## config.mk

```make
export PLATFORM = sky130hd
export DESIGN_NAME = seg_scan_ctrl
export DESIGN_NICKNAME = d
export VERILOG_FILES = /design/src/rtl/seg_pkg.sv /design/src/rtl/seg_hex_decode.sv /design/src/rtl/seg_scan_ctrl.sv
export SDC_FILE = /design/constraint.sdc
export NUM_CORES = 1
export LEC_CHECK = 0
export ABC_AREA = 1
export CORE_MARGIN = 2
export CORE_UTILIZATION = 37
export CTS_BUF_LIST = sky130_fd_sc_hd__clkbuf_8
export DETAILED_ROUTE_END_ITERATION = 6
export GPL_TIMING_DRIVEN = 0
export PLACE_DENSITY = 0.52
export SYNTH_ARGS = -nofsm -noshare
export SYNTH_HDL_FRONTEND = slang
export SYNTH_SLANG_ARGS = --single-unit
```

## constraint.sdc

```tcl
create_clock -name clk -period 2.82 [get_ports clk]
set_input_delay 0.564 -clock clk [delete_from_list [all_inputs] [get_ports clk]]
set_output_delay 0.564 -clock clk [all_outputs]
set_load 0.01 [all_outputs]
```

## src/rtl/seg_pkg.sv

```systemverilog
// ---------------------------------------------------------------------------
// seg_pkg
//   Shared definitions for the 7-segment scan controller:
//     SEG_BLANK      all segments off (active-low pattern)
//     GLYPH_0..F     active-low {g,f,e,d,c,b,a} codes for the 16 hex glyphs
//     slot_phase_e   BLANK/DRIVE phase of one digit slot
//     clog2_min1     bit width needed to hold 0..value-1, never less than 1
// ---------------------------------------------------------------------------
package seg_pkg;

    localparam logic [6:0] SEG_BLANK = 7'h7F;

    localparam logic [6:0] GLYPH_0 = 7'h40;
    localparam logic [6:0] GLYPH_1 = 7'h79;
    localparam logic [6:0] GLYPH_2 = 7'h24;
    localparam logic [6:0] GLYPH_3 = 7'h30;
    localparam logic [6:0] GLYPH_4 = 7'h19;
    localparam logic [6:0] GLYPH_5 = 7'h12;
    localparam logic [6:0] GLYPH_6 = 7'h02;
    localparam logic [6:0] GLYPH_7 = 7'h78;
    localparam logic [6:0] GLYPH_8 = 7'h00;
    localparam logic [6:0] GLYPH_9 = 7'h10;
    localparam logic [6:0] GLYPH_A = 7'h08;
    localparam logic [6:0] GLYPH_B = 7'h03;
    localparam logic [6:0] GLYPH_C = 7'h46;
    localparam logic [6:0] GLYPH_D = 7'h21;
    localparam logic [6:0] GLYPH_E = 7'h06;
    localparam logic [6:0] GLYPH_F = 7'h0E;

    typedef enum logic {
        PH_BLANK = 1'b0,
        PH_DRIVE = 1'b1
    } slot_phase_e;

    // A 1-digit display still needs a 1-bit index register, so the
    // width is clamped at 1 instead of collapsing to 0.
    function automatic int clog2_min1(input int value);
        int w;
        w = 1;
        while ((1 << w) < value) w++;
        return w;
    endfunction

endpackage

```

## src/rtl/seg_hex_decode.sv

```systemverilog
// ---------------------------------------------------------------------------
// seg_hex_decode
//   Combinational hex-digit to 7-segment glyph decoder, active-low outputs.
//   Ports:
//     nibble  in   4   hex value 0..F
//     seg_n   out  7   segments {g,f,e,d,c,b,a}, 0 = lit
// ---------------------------------------------------------------------------
module seg_hex_decode
    import seg_pkg::*;
(
    input  logic [3:0] nibble,
    output logic [6:0] seg_n
);

    // Plain lookup; every nibble value has a glyph, the default only keeps
    // the block free of any implied storage.
    always_comb begin
        seg_n = SEG_BLANK;
        case (nibble)
            4'h0: seg_n = GLYPH_0;
            4'h1: seg_n = GLYPH_1;
            4'h2: seg_n = GLYPH_2;
            4'h3: seg_n = GLYPH_3;
            4'h4: seg_n = GLYPH_4;
            4'h5: seg_n = GLYPH_5;
            4'h6: seg_n = GLYPH_6;
            4'h7: seg_n = GLYPH_7;
            4'h8: seg_n = GLYPH_8;
            4'h9: seg_n = GLYPH_9;
            4'hA: seg_n = GLYPH_A;
            4'hB: seg_n = GLYPH_B;
            4'hC: seg_n = GLYPH_C;
            4'hD: seg_n = GLYPH_D;
            4'hE: seg_n = GLYPH_E;
            4'hF: seg_n = GLYPH_F;
            default: seg_n = SEG_BLANK;
        endcase
    end

endmodule

```

## src/rtl/seg_scan_ctrl.sv

```systemverilog
// ---------------------------------------------------------------------------
// seg_scan_ctrl
//   Scans NUM_DIGITS hex digits onto one common-anode 7-segment bank through
//   a single shared decoder. Each digit slot lasts PRESCALE clocks; the first
//   BLANK_CYC clocks of a slot keep every anode off to avoid ghosting. New
//   values are written into staging registers and copied into the displayed
//   (shadow) registers only at a frame boundary.
//   Ports:
//     clk          in   1             system clock, rising edge
//     rst_n        in   1             asynchronous active-low reset
//     wr_en        in   1             load wr_data/wr_dp/wr_mask into staging
//     wr_data      in   4*NUM_DIGITS  nibbles, digit 0 in bits [3:0]
//     wr_dp        in   NUM_DIGITS    decimal point per digit, 1 = lit
//     wr_mask      in   NUM_DIGITS    digit enable, 0 = forced blank
//     lzb_en       in   1             leading-zero blanking, applied live
//     seg_n        out  7             segments {g,f,e,d,c,b,a}, active-low
//     dp_n         out  1             decimal point, active-low
//     an_n         out  NUM_DIGITS    anode select, active-low
//     upd_pending  out  1             staged value not yet displayed
//     frame_done   out  1             one-clock pulse after the last slot
// ---------------------------------------------------------------------------
module seg_scan_ctrl
    import seg_pkg::*;
#(
    parameter int NUM_DIGITS = 4,
    parameter int PRESCALE   = 50000,
    parameter int BLANK_CYC  = 500
) (
    input  logic                    clk,
    input  logic                    rst_n,
    input  logic                    wr_en,
    input  logic [4*NUM_DIGITS-1:0] wr_data,
    input  logic [NUM_DIGITS-1:0]   wr_dp,
    input  logic [NUM_DIGITS-1:0]   wr_mask,
    input  logic                    lzb_en,
    output logic [6:0]              seg_n,
    output logic                    dp_n,
    output logic [NUM_DIGITS-1:0]   an_n,
    output logic                    upd_pending,
    output logic                    frame_done
);

    localparam int PCNT_W = clog2_min1(PRESCALE);
    localparam int IDX_W  = clog2_min1(NUM_DIGITS);

    localparam logic [PCNT_W-1:0] PCNT_LAST  = PCNT_W'(PRESCALE - 1);
    localparam logic [PCNT_W-1:0] PCNT_BLANK = PCNT_W'(BLANK_CYC);
    localparam logic [IDX_W-1:0]  IDX_LAST   = IDX_W'(NUM_DIGITS - 1);

    logic [PCNT_W-1:0] pcnt, pcnt_next;
    logic [IDX_W-1:0]  idx, idx_next;
    slot_phase_e       phase, phase_next;
    logic              slot_end, frame_end;

    // The mask is stored inverted ("digit off" bits) so that the cleared
    // reset state means every digit is enabled and the display shows 0000.
    logic [4*NUM_DIGITS-1:0] stage_data, shadow_data;
    logic [NUM_DIGITS-1:0]   stage_dp, shadow_dp;
    logic [NUM_DIGITS-1:0]   stage_off, shadow_off;

    logic [3:0]            cur_nib;
    logic                  cur_dp, cur_off, cur_lzb, zero_run;
    logic [6:0]            glyph;
    logic [6:0]            seg_next;
    logic                  dp_next;
    logic [NUM_DIGITS-1:0] an_next;

    assign slot_end  = (pcnt == PCNT_LAST);
    assign frame_end = slot_end && (idx == IDX_LAST);

    // Next prescaler/index values and the phase they imply. The phase is
    // registered alongside pcnt, so it always describes the current count.
    always_comb begin
        pcnt_next = pcnt + 1'b1;
        idx_next  = idx;
        if (slot_end) begin
            pcnt_next = '0;
            idx_next  = (idx == IDX_LAST) ? '0 : idx + 1'b1;
        end
        phase_next = (pcnt_next < PCNT_BLANK) ? PH_BLANK : PH_DRIVE;
    end

    // Scan state register: prescaler, digit index and slot phase.
    always_ff @(posedge clk or negedge rst_n) begin
        if (!rst_n) begin
            pcnt  <= '0;
            idx   <= '0;
            phase <= PH_BLANK;
        end else begin
            pcnt  <= pcnt_next;
            idx   <= idx_next;
            phase <= phase_next;
        end
    end

    // Double buffer. Shadow takes the staging contents as they were before
    // this edge, so a write landing on the boundary edge waits one frame and
    // keeps upd_pending set.
    always_ff @(posedge clk or negedge rst_n) begin
        if (!rst_n) begin
            stage_data  <= '0;
            stage_dp    <= '0;
            stage_off   <= '0;
            shadow_data <= '0;
            shadow_dp   <= '0;
            shadow_off  <= '0;
            upd_pending <= 1'b0;
        end else begin
            if (frame_end) begin
                shadow_data <= stage_data;
                shadow_dp   <= stage_dp;
                shadow_off  <= stage_off;
            end
            if (wr_en) begin
                stage_data <= wr_data;
                stage_dp   <= wr_dp;
                stage_off  <= ~wr_mask;
            end
            if (wr_en) begin
                upd_pending <= 1'b1;
            end else if (frame_end) begin
                upd_pending <= 1'b0;
            end
        end
    end

    // Select the shadow digit for the current slot. zero_run walks down from
    // the most significant digit, so at digit i it says whether nibbles
    // i..NUM_DIGITS-1 are all zero; digit 0 is never zero-blanked.
    always_comb begin
        cur_nib  = 4'h0;
        cur_dp   = 1'b0;
        cur_off  = 1'b0;
        cur_lzb  = 1'b0;
        zero_run = 1'b1;
        for (int i = NUM_DIGITS - 1; i >= 0; i--) begin
            zero_run = zero_run && (shadow_data[4*i +: 4] == 4'h0);
            if (idx == IDX_W'(i)) begin
                cur_nib = shadow_data[4*i +: 4];
                cur_dp  = shadow_dp[i];
                cur_off = shadow_off[i];
                cur_lzb = lzb_en && (i != 0) && zero_run;
            end
        end
    end

    seg_hex_decode u_hex_decode (
        .nibble (cur_nib),
        .seg_n  (glyph)
    );

    // Pin values for the current slot. A masked digit loses both glyph and
    // decimal point; a zero-blanked digit keeps its decimal point. The anode
    // strobes in either case.
    always_comb begin
        seg_next = SEG_BLANK;
        dp_next  = 1'b1;
        an_next  = '1;
        if (phase == PH_DRIVE) begin
            for (int i = 0; i < NUM_DIGITS; i++) begin
                if (idx == IDX_W'(i)) an_next[i] = 1'b0;
            end
            if (!cur_off) begin
                dp_next = ~cur_dp;
                if (!cur_lzb) seg_next = glyph;
            end
        end
    end

    // Output registers: pins trail the scan state by one clock.
    always_ff @(posedge clk or negedge rst_n) begin
        if (!rst_n) begin
            seg_n      <= SEG_BLANK;
            dp_n       <= 1'b1;
            an_n       <= '1;
            frame_done <= 1'b0;
        end else begin
            seg_n      <= seg_next;
            dp_n       <= dp_next;
            an_n       <= an_next;
            frame_done <= frame_end;
        end
    end

endmodule

```

==> results of run 1 <==
-- power by group --
group	switching, uW	internal (uW)
clock	452	353
combinational	60.3	49.5
sequential	10.1	1190
total	522	1590
-- registers in the layout (all words and copies together) (netlist names), 2 cells and up --
name,flops
pcnt,16
idx,2
shadow_dp,4
seg_n,7
shadow_data,16
stage_off,4
stage_data,16
stage_dp,4
an_n,4
shadow_off,4
-- cell usage in the layout (no fill, tap or decap), types with 3 or more instances in the layout --
cell type / instances
nand4_1: 9
o21ai_2: 6
o21ai_0: 45
inv_1: 65
dfrtp_1: 69
nor2_1: 37
dfstp_2: 12
nand3_1: 22
o211ai_1: 3
buf_6: 3
clkdlybuf4s50_1: 39
buf_2: 3
a21oi_1: 8
clkbuf_1: 6
ha_1: 11
clkbuf_8: 10
nand2_1: 160
-- cell families (layout without fill, tap and decap cells) --
logic type,count (synthesis),count (layout),share of synthesized area [%]
AOI/OAI and AO/OA,70,70,10.5
buffers and inverters,81,138,8.53
DFF,81,81,52.1
adders and majority gates,11,11,3.51
and+or+nand+nor,238,238,25.1
xor gates and xnor gates,1,1,0.224
-- path summary, 6_finish.rpt --
kind | start | end
worst max-delay path | idx[0] | seg_n[5]
worst min register to register | upd_pending | upd_pending
worst max register to register | idx[0] | seg_n[5]
worst min-delay path | rst_n | pcnt[10]
max in group asynchronous | rst_n | idx[0]
min in group clk | upd_pending | upd_pending
-- stage by stage --
| step | util, % | setup TNS [ps] |
|---|---|---|
| finish | 45.5 | 0 |
| floorplan | - | 0 |
| CTS | 45.5 | 0 |
| detailed placement | 43.7 | 0 |
| global route | 45.5 | 0 |
| global placement | 43.5 | -127640 |
-- metal layers --
layer	wire length [um]	part of all wire (%)	track usage (%)
met1	3980	48	21.0
met2	3850	46	25.5
met3	346	4.2	3.65
met4	126	1.5	6.03
met5	0	0	0
-- area by class of cell --
class / instances / area, um2 / area share [%]
Timing Repair Buffer: 41 / 425 / 9.05
Clock buffer: 10 / 138 / 2.93
Sequential cell: 81 / 2040 / 43.5
Inverter: 68 / 255 / 5.43
Buffer: 13 / 78.8 / 1.68
Tap cell: 136 / 170 / 3.62
Clock inverter: 6 / 50.0 / 1.06
Multi-Input combinational cell: 320 / 1540 / 32.8
-- critical path, cell delays in order, from the launching register on --
cell	delay, ps
dfrtp_1	400
inv_1	120
ha_1	170
buf_4	150
clkinv_1	220
o21ai_0	610
inv_1	180
ha_1	240
nand2_1	110
o21ai_0	100
nand2_1	70
nand2_1	60
==> metrics.yaml, run 1 <==
status: "finished clean"
nets: 573
startpoint_type: "register"
htreeDepth: 3
grt_pass1_wl_um: 14300
die_h_um: 107
synth_ff_type: "dfrtp_1"
finalCritPeriodShare_pct: 88.3
cts.path.max_buffers: 2
yosysUniqueCellTypes: 32
syn_area_mm2: 0.00392
reg2reg_depth: 11
grt_pass1_vias: 3053
seq_area_frac_synth_pct: 52.1
syn_inst: 482
cts_sinks: 81
dp_hpwl_um: 6200
fmax_ghz: 0.402
crit_type: "reg2reg"
numCtsBuffers: 9
placed_area_mm2: 0.00451
dr.pass1.iters: 4
portBuffers: 40
min_period_ps: 2490
cts_tree: "yes"
yosysMostFrequentCell: "nand2_1"
synthTopCellsByArea: "dfrtp_1 (44%), nand2_1 (15%), dfstp_2 (8.1%), inv_1 (6.2%), o21ai_0 (5.8%)"
grt_use_total_pct: 15.9
async_flop_share_pct: 100
end_kind: "register"
design_area_mm2: 0.00470
postCtsHoldBufs: 0
slew_headroom_pct: 55.5
vias: 3151
vias_per_cell: 4.67
grt_max_degree: 48
p_leak_uw: 0.00230
antenna_found_initial: 0
post-place-ws_ps: 339
hold_path_class: "in2async"
wire_per_inst_um: 12.3
drc: 0
cts_setup_buffers: 0
die_w_um: 107
place_congestion: 0.871
die_area_mm2: 0.0114
initial_core_util_pct: 37.9
row_count: 37
drt_wl_total_um: 8300
cp.required_ps: 3110
place_inst: 659
rsz0062_at_grt: "no"
ir_drop_mv: 0.212
drive_gt1_share_pct: 9.65
avgSynthCellArea_um2: 8.13
synth_edf_count: 0
cp.arrival_ps: 2780
synth_commonest_cells: "nand2_1 (160), dfrtp_1 (69), inv_1 (65), o21ai_0 (45), nor2_1 (37)"
antennaDiodeCount: 0
maxSlewViolCount: 0
synth-seq-cells: 81
cts.clk_slew.worst_paths_ps: 90
drtAntennaViolNets: 0
max_cap_viol_count: 0
finalSetupViolations: 0
ys_warn_count: 0
core_area_mm2: 0.0103
syn_to_final_growth_pct: 20.0
hold_ws_ps: 151
finalHoldViolCount: 0
powerDensity_mw_per_mm2: 450
ctsResizeCount: 0
p_total_uw: 2120
synth_nets: 521
cp_max_fo: 8
yosys.area.top_type_share_pct: 44.1
grt_overflow: 0
clk_latency_ps: 360
skew_ps: 13.1
fillCellCount: 1059
yosysTopAreaCell: "dfrtp_1"
root_buffer: "clkbuf_8"
worst_pin_slew_ps: 660
io_pins: 42
drt-initial-drc-count: 183
r2r_slack_ps: 330
instances_no_fill: 675
setup_ws_ps: 331
Power figures use the tool's default switching activity.
==> run 2, diff against run 1 <==
Settings changed: PLACE_DENSITY 0.52 to 0.54, SYNTH_HIERARCHICAL from default to 1.
==> run 2 against run 1 <==
Compared with the run above: non-clock buffer count increased by 3; combinational power increased by 5%; cell count increased by 0.74%; clock skew increased by 4.2 ps; largest power group unchanged; critical endpoint is now seg_n[3]; final area increased by 3.6%; sequential power about the same; routed wire length decreased by 1.5%.
==> metrics.yaml, run 2 <==
end_kind: "register"
htreeDepth: 3  # unchanged
wire_per_inst_um: 12.0  # -2.3%
postCtsHoldBufs: 0  # unchanged
yosys.area.top_type_share_pct: 43.1  # -1.0 points
finalHoldViolCount: 0  # unchanged
skew_ps: 17.3  # +4.19 ps
placed_area_mm2: 0.00461  # +2.2%
ys_warn_count: 6  # +6
cp.arrival_ps: 2800  # +20 ps
synth_ff_type: "dfrtp_1"
cp_top_family: "buffers and inverters"
core_area_mm2: 0.0107  # +3.6%
startpoint_type: "register"
syn_area_mm2: 0.00401  # +2.4%
cp.buffers_inverters: 6  # +2
design_area_mm2: 0.00487  # +3.6%
synth_commonest_cells: "nand2_1 (144), dfrtp_1 (69), inv_1 (67), o21ai_0 (39), nor2_1 (30)"
slowest_stage: "dfrtp_1"
io_pins: 42  # unchanged
syn_to_final_growth_pct: 21.5
top_regs: "pcnt (16), shadow_data (16), stage_data (16)"
yosysUniqueCellTypes: 32  # unchanged
syn_inst: 481  # -0.21%
cts.clk_slew.worst_paths_ps: 100  # about the same
drive_gt1_share_pct: 13.1  # +3.5 points
tns_ps: 0  # unchanged
p_total_uw: 2320  # +9.6%
die_w_um: 108  # +1.1%
cp_max_fo: 9  # +1
r2r-start: "idx[0]"
clk_latency_ps: 350  # about the same
grt_overflow: 0  # unchanged
fmax_ghz: 0.391  # -2.8%
p_sw_uw: 523  # +0.21%
cts.path.max_buffers: 2  # unchanged
portBuffers: 40  # unchanged
grt_use_total_pct: 15.2  # -0.72 points
finalCritPeriodShare_pct: 90.8  # +2.5 points
root_buffer: "clkbuf_8"
ir_drop_mv: 0.226  # +7.0%
avgSynthCellArea_um2: 8.33  # +2.6%
grt_max_degree: 58  # +21%
cts_sinks: 81  # unchanged
p_sw_share_pct: 22.6  # -2.1 points
pwr-share-seq_pct: 51.8  # -5.0 points
vias_per_cell: 4.56  # -2.3%
drt-initial-drc-count: 195  # +6.6%
synthTopCellsByArea: "dfrtp_1 (43%), nand2_1 (13%), dfstp_2 (7.9%), inv_1 (6.3%), o21ai_0 (4.9%)"
finalSetupViolations: 0  # unchanged
synth_edf_count: 0  # unchanged
p_leak_uw: 0.00242  # +5.6%
die_h_um: 108  # +1.1%
max_stage_delay_ps: 380  # -230 ps
yosysMostFrequentCell: "nand2_1"
dr.pass1.iters: 6  # +2
cts_tree: "yes"
antennaDiodeCount: 0  # unchanged
internal-power_uw: 1800  # +13%
r2r_slack_ps: 260  # -70 ps
final_cell_mix: "nand2_1 (144), dfrtp_1 (69), inv_1 (67), clkdlybuf4s50_1 (39), o21ai_0 (37)"
r2r-end: "seg_n[3]"
async_flop_share_pct: 100  # unchanged
nets: 575  # +0.35%
combPwrFrac_pct: 5.0  # -0.2 points
crit_type: "reg2reg"
synth-seq-cells: 81  # unchanged
synth_nets: 521  # unchanged
initial_core_util_pct: 37.5  # -0.46 points
worstPathCellList: "inv_1 -> ha_1 -> clkbuf_1 -> inv_1 -> nand2_1 -> inv_1 -> nand2_1 -> nand2_1 -> o21ai_0 -> o21ai_2 -> inv_1 -> ha_1 -> nand2_1 -> nand3_1 -> nand2_1 -> inv_1 -> nand4_1"
drc: 0  # unchanged
maxSlewViolCount: 0  # unchanged
cp_num_cells: 17  # +6
grt_pass1_wl_um: 14100  # -1.5%
yosysTopAreaCell: "dfrtp_1"
drt_wl_total_um: 8180  # -1.5%
min_period_ps: 2560  # +70.9 ps
max_cap_viol_count: 0  # unchanged
vias: 3102  # -1.6%
slew_headroom_pct: 59.0  # +3.4 points
row_count: 38  # +2.7%
antenna_found_initial: 0  # unchanged
numCtsBuffers: 9  # unchanged
final_common_cell: "nand2_1"
drtAntennaViolNets: 0  # unchanged
seq_area_frac_synth_pct: 50.9  # -1.2 points
powerDensity_mw_per_mm2: 476  # +5.7%
worst_pin_slew_ps: 615  # -45.0 ps
dp_hpwl_um: 6140  # -0.94%
status: "finished clean"
die_area_mm2: 0.0117  # +2.3%
grt_pass1_vias: 2945  # -3.5%
hold_path_class: "in2async"
reg2reg_depth: 17  # +6
clockPowerShare_pct: 43.2  # +5.2 points
place_congestion: 0.857  # -1.7%
cp.required_ps: 3060  # -50 ps
==> run 2: cell count changes after synthesis, moves of 5 or more <==
cell	before	now
nor2_1	37	30
o21ai_0	45	39
nand3_1	22	27
nand2_1	160	144
o21ai_2	6	20
==> run 2: repair_timing <==
| item | in CTS | in global routing |
|---|---|---|
| setup endpoints to repair | 5 | 7 |
| buffers inserted | 0 | 2 |
| pin swaps | 0 | 2 |
| gates resized for setup | 2 | 2 |
==> run 2: cells by family after synthesis <==
group,share of synthesized area [%]
simple gates,23.5
buf+inv,9.02
compound gates,12.6
flops,50.9
fa+ha+maj,3.75
xor+xnor,0.219
==> run 2: worst max-delay path by stage <==
stage / from / endpoint / slack [ps]
6_report: idx[0] / seg_n[3] / 260
5_1_grt: idx[0] / seg_n[3] / -40
4_1_cts: idx[0] / seg_n[3] / 90
3_5_place_dp: idx[0] / seg_n[3] / -110
3_3_place_gp: rst_n / shadow_data[2] / -1750
2_1_floorplan: idx[0] / seg_n[3] / 380
==> run 2: final cells by class <==
cell class | instances | area, um2
well taps | 140 | 175
flip-flops and latches | 81 | 2040
clock buffers | 11 | 151
repair buffers | 43 | 440
inverters | 71 | 269
multi-input cells | 315 | 1610
plain buffers | 14 | 92.6
fillers | 1087 | 5830
clock inverters | 5 | 86.3
==> run 2: metrics by stage <==
stage	util, %	cells	setup slack, ps	hold slack (ps)
finish	45.5	680	260	99.4
global route	45.5	680	-39.2	108
CTS	45.3	678	86.4	99.8
detailed placement	43.1	662	-115	466
global placement	42.9	661	-1750	458
floorplan	-	481	380	268
==> run 2: power groups by stage <==
stage	combinational [uW]	clock, uW	sequential (uW)
final	115	1000	1200
after global routing	132	1070	1200
after CTS	120	1030	1200
after detailed placement	120	0	1220
after global placement	113	0	1220
after floorplan	42.1	0	1220
==> run 2: layer usage <==
layer,routed length [um],track usage [%],vias to the layer above
met2,3740,24.0,54
met5,0,0,-
li1,-,-,1622
met1,4050,20.9,1415
met4,119,6.14,0
met3,272,2.53,11
==> run 3, diff against run 2 <==
Settings changed: TNS_END_PERCENT from default to 30.
==> results of run 3 <==
No change in the layout: final DEF, timing and power equal those of run 2.
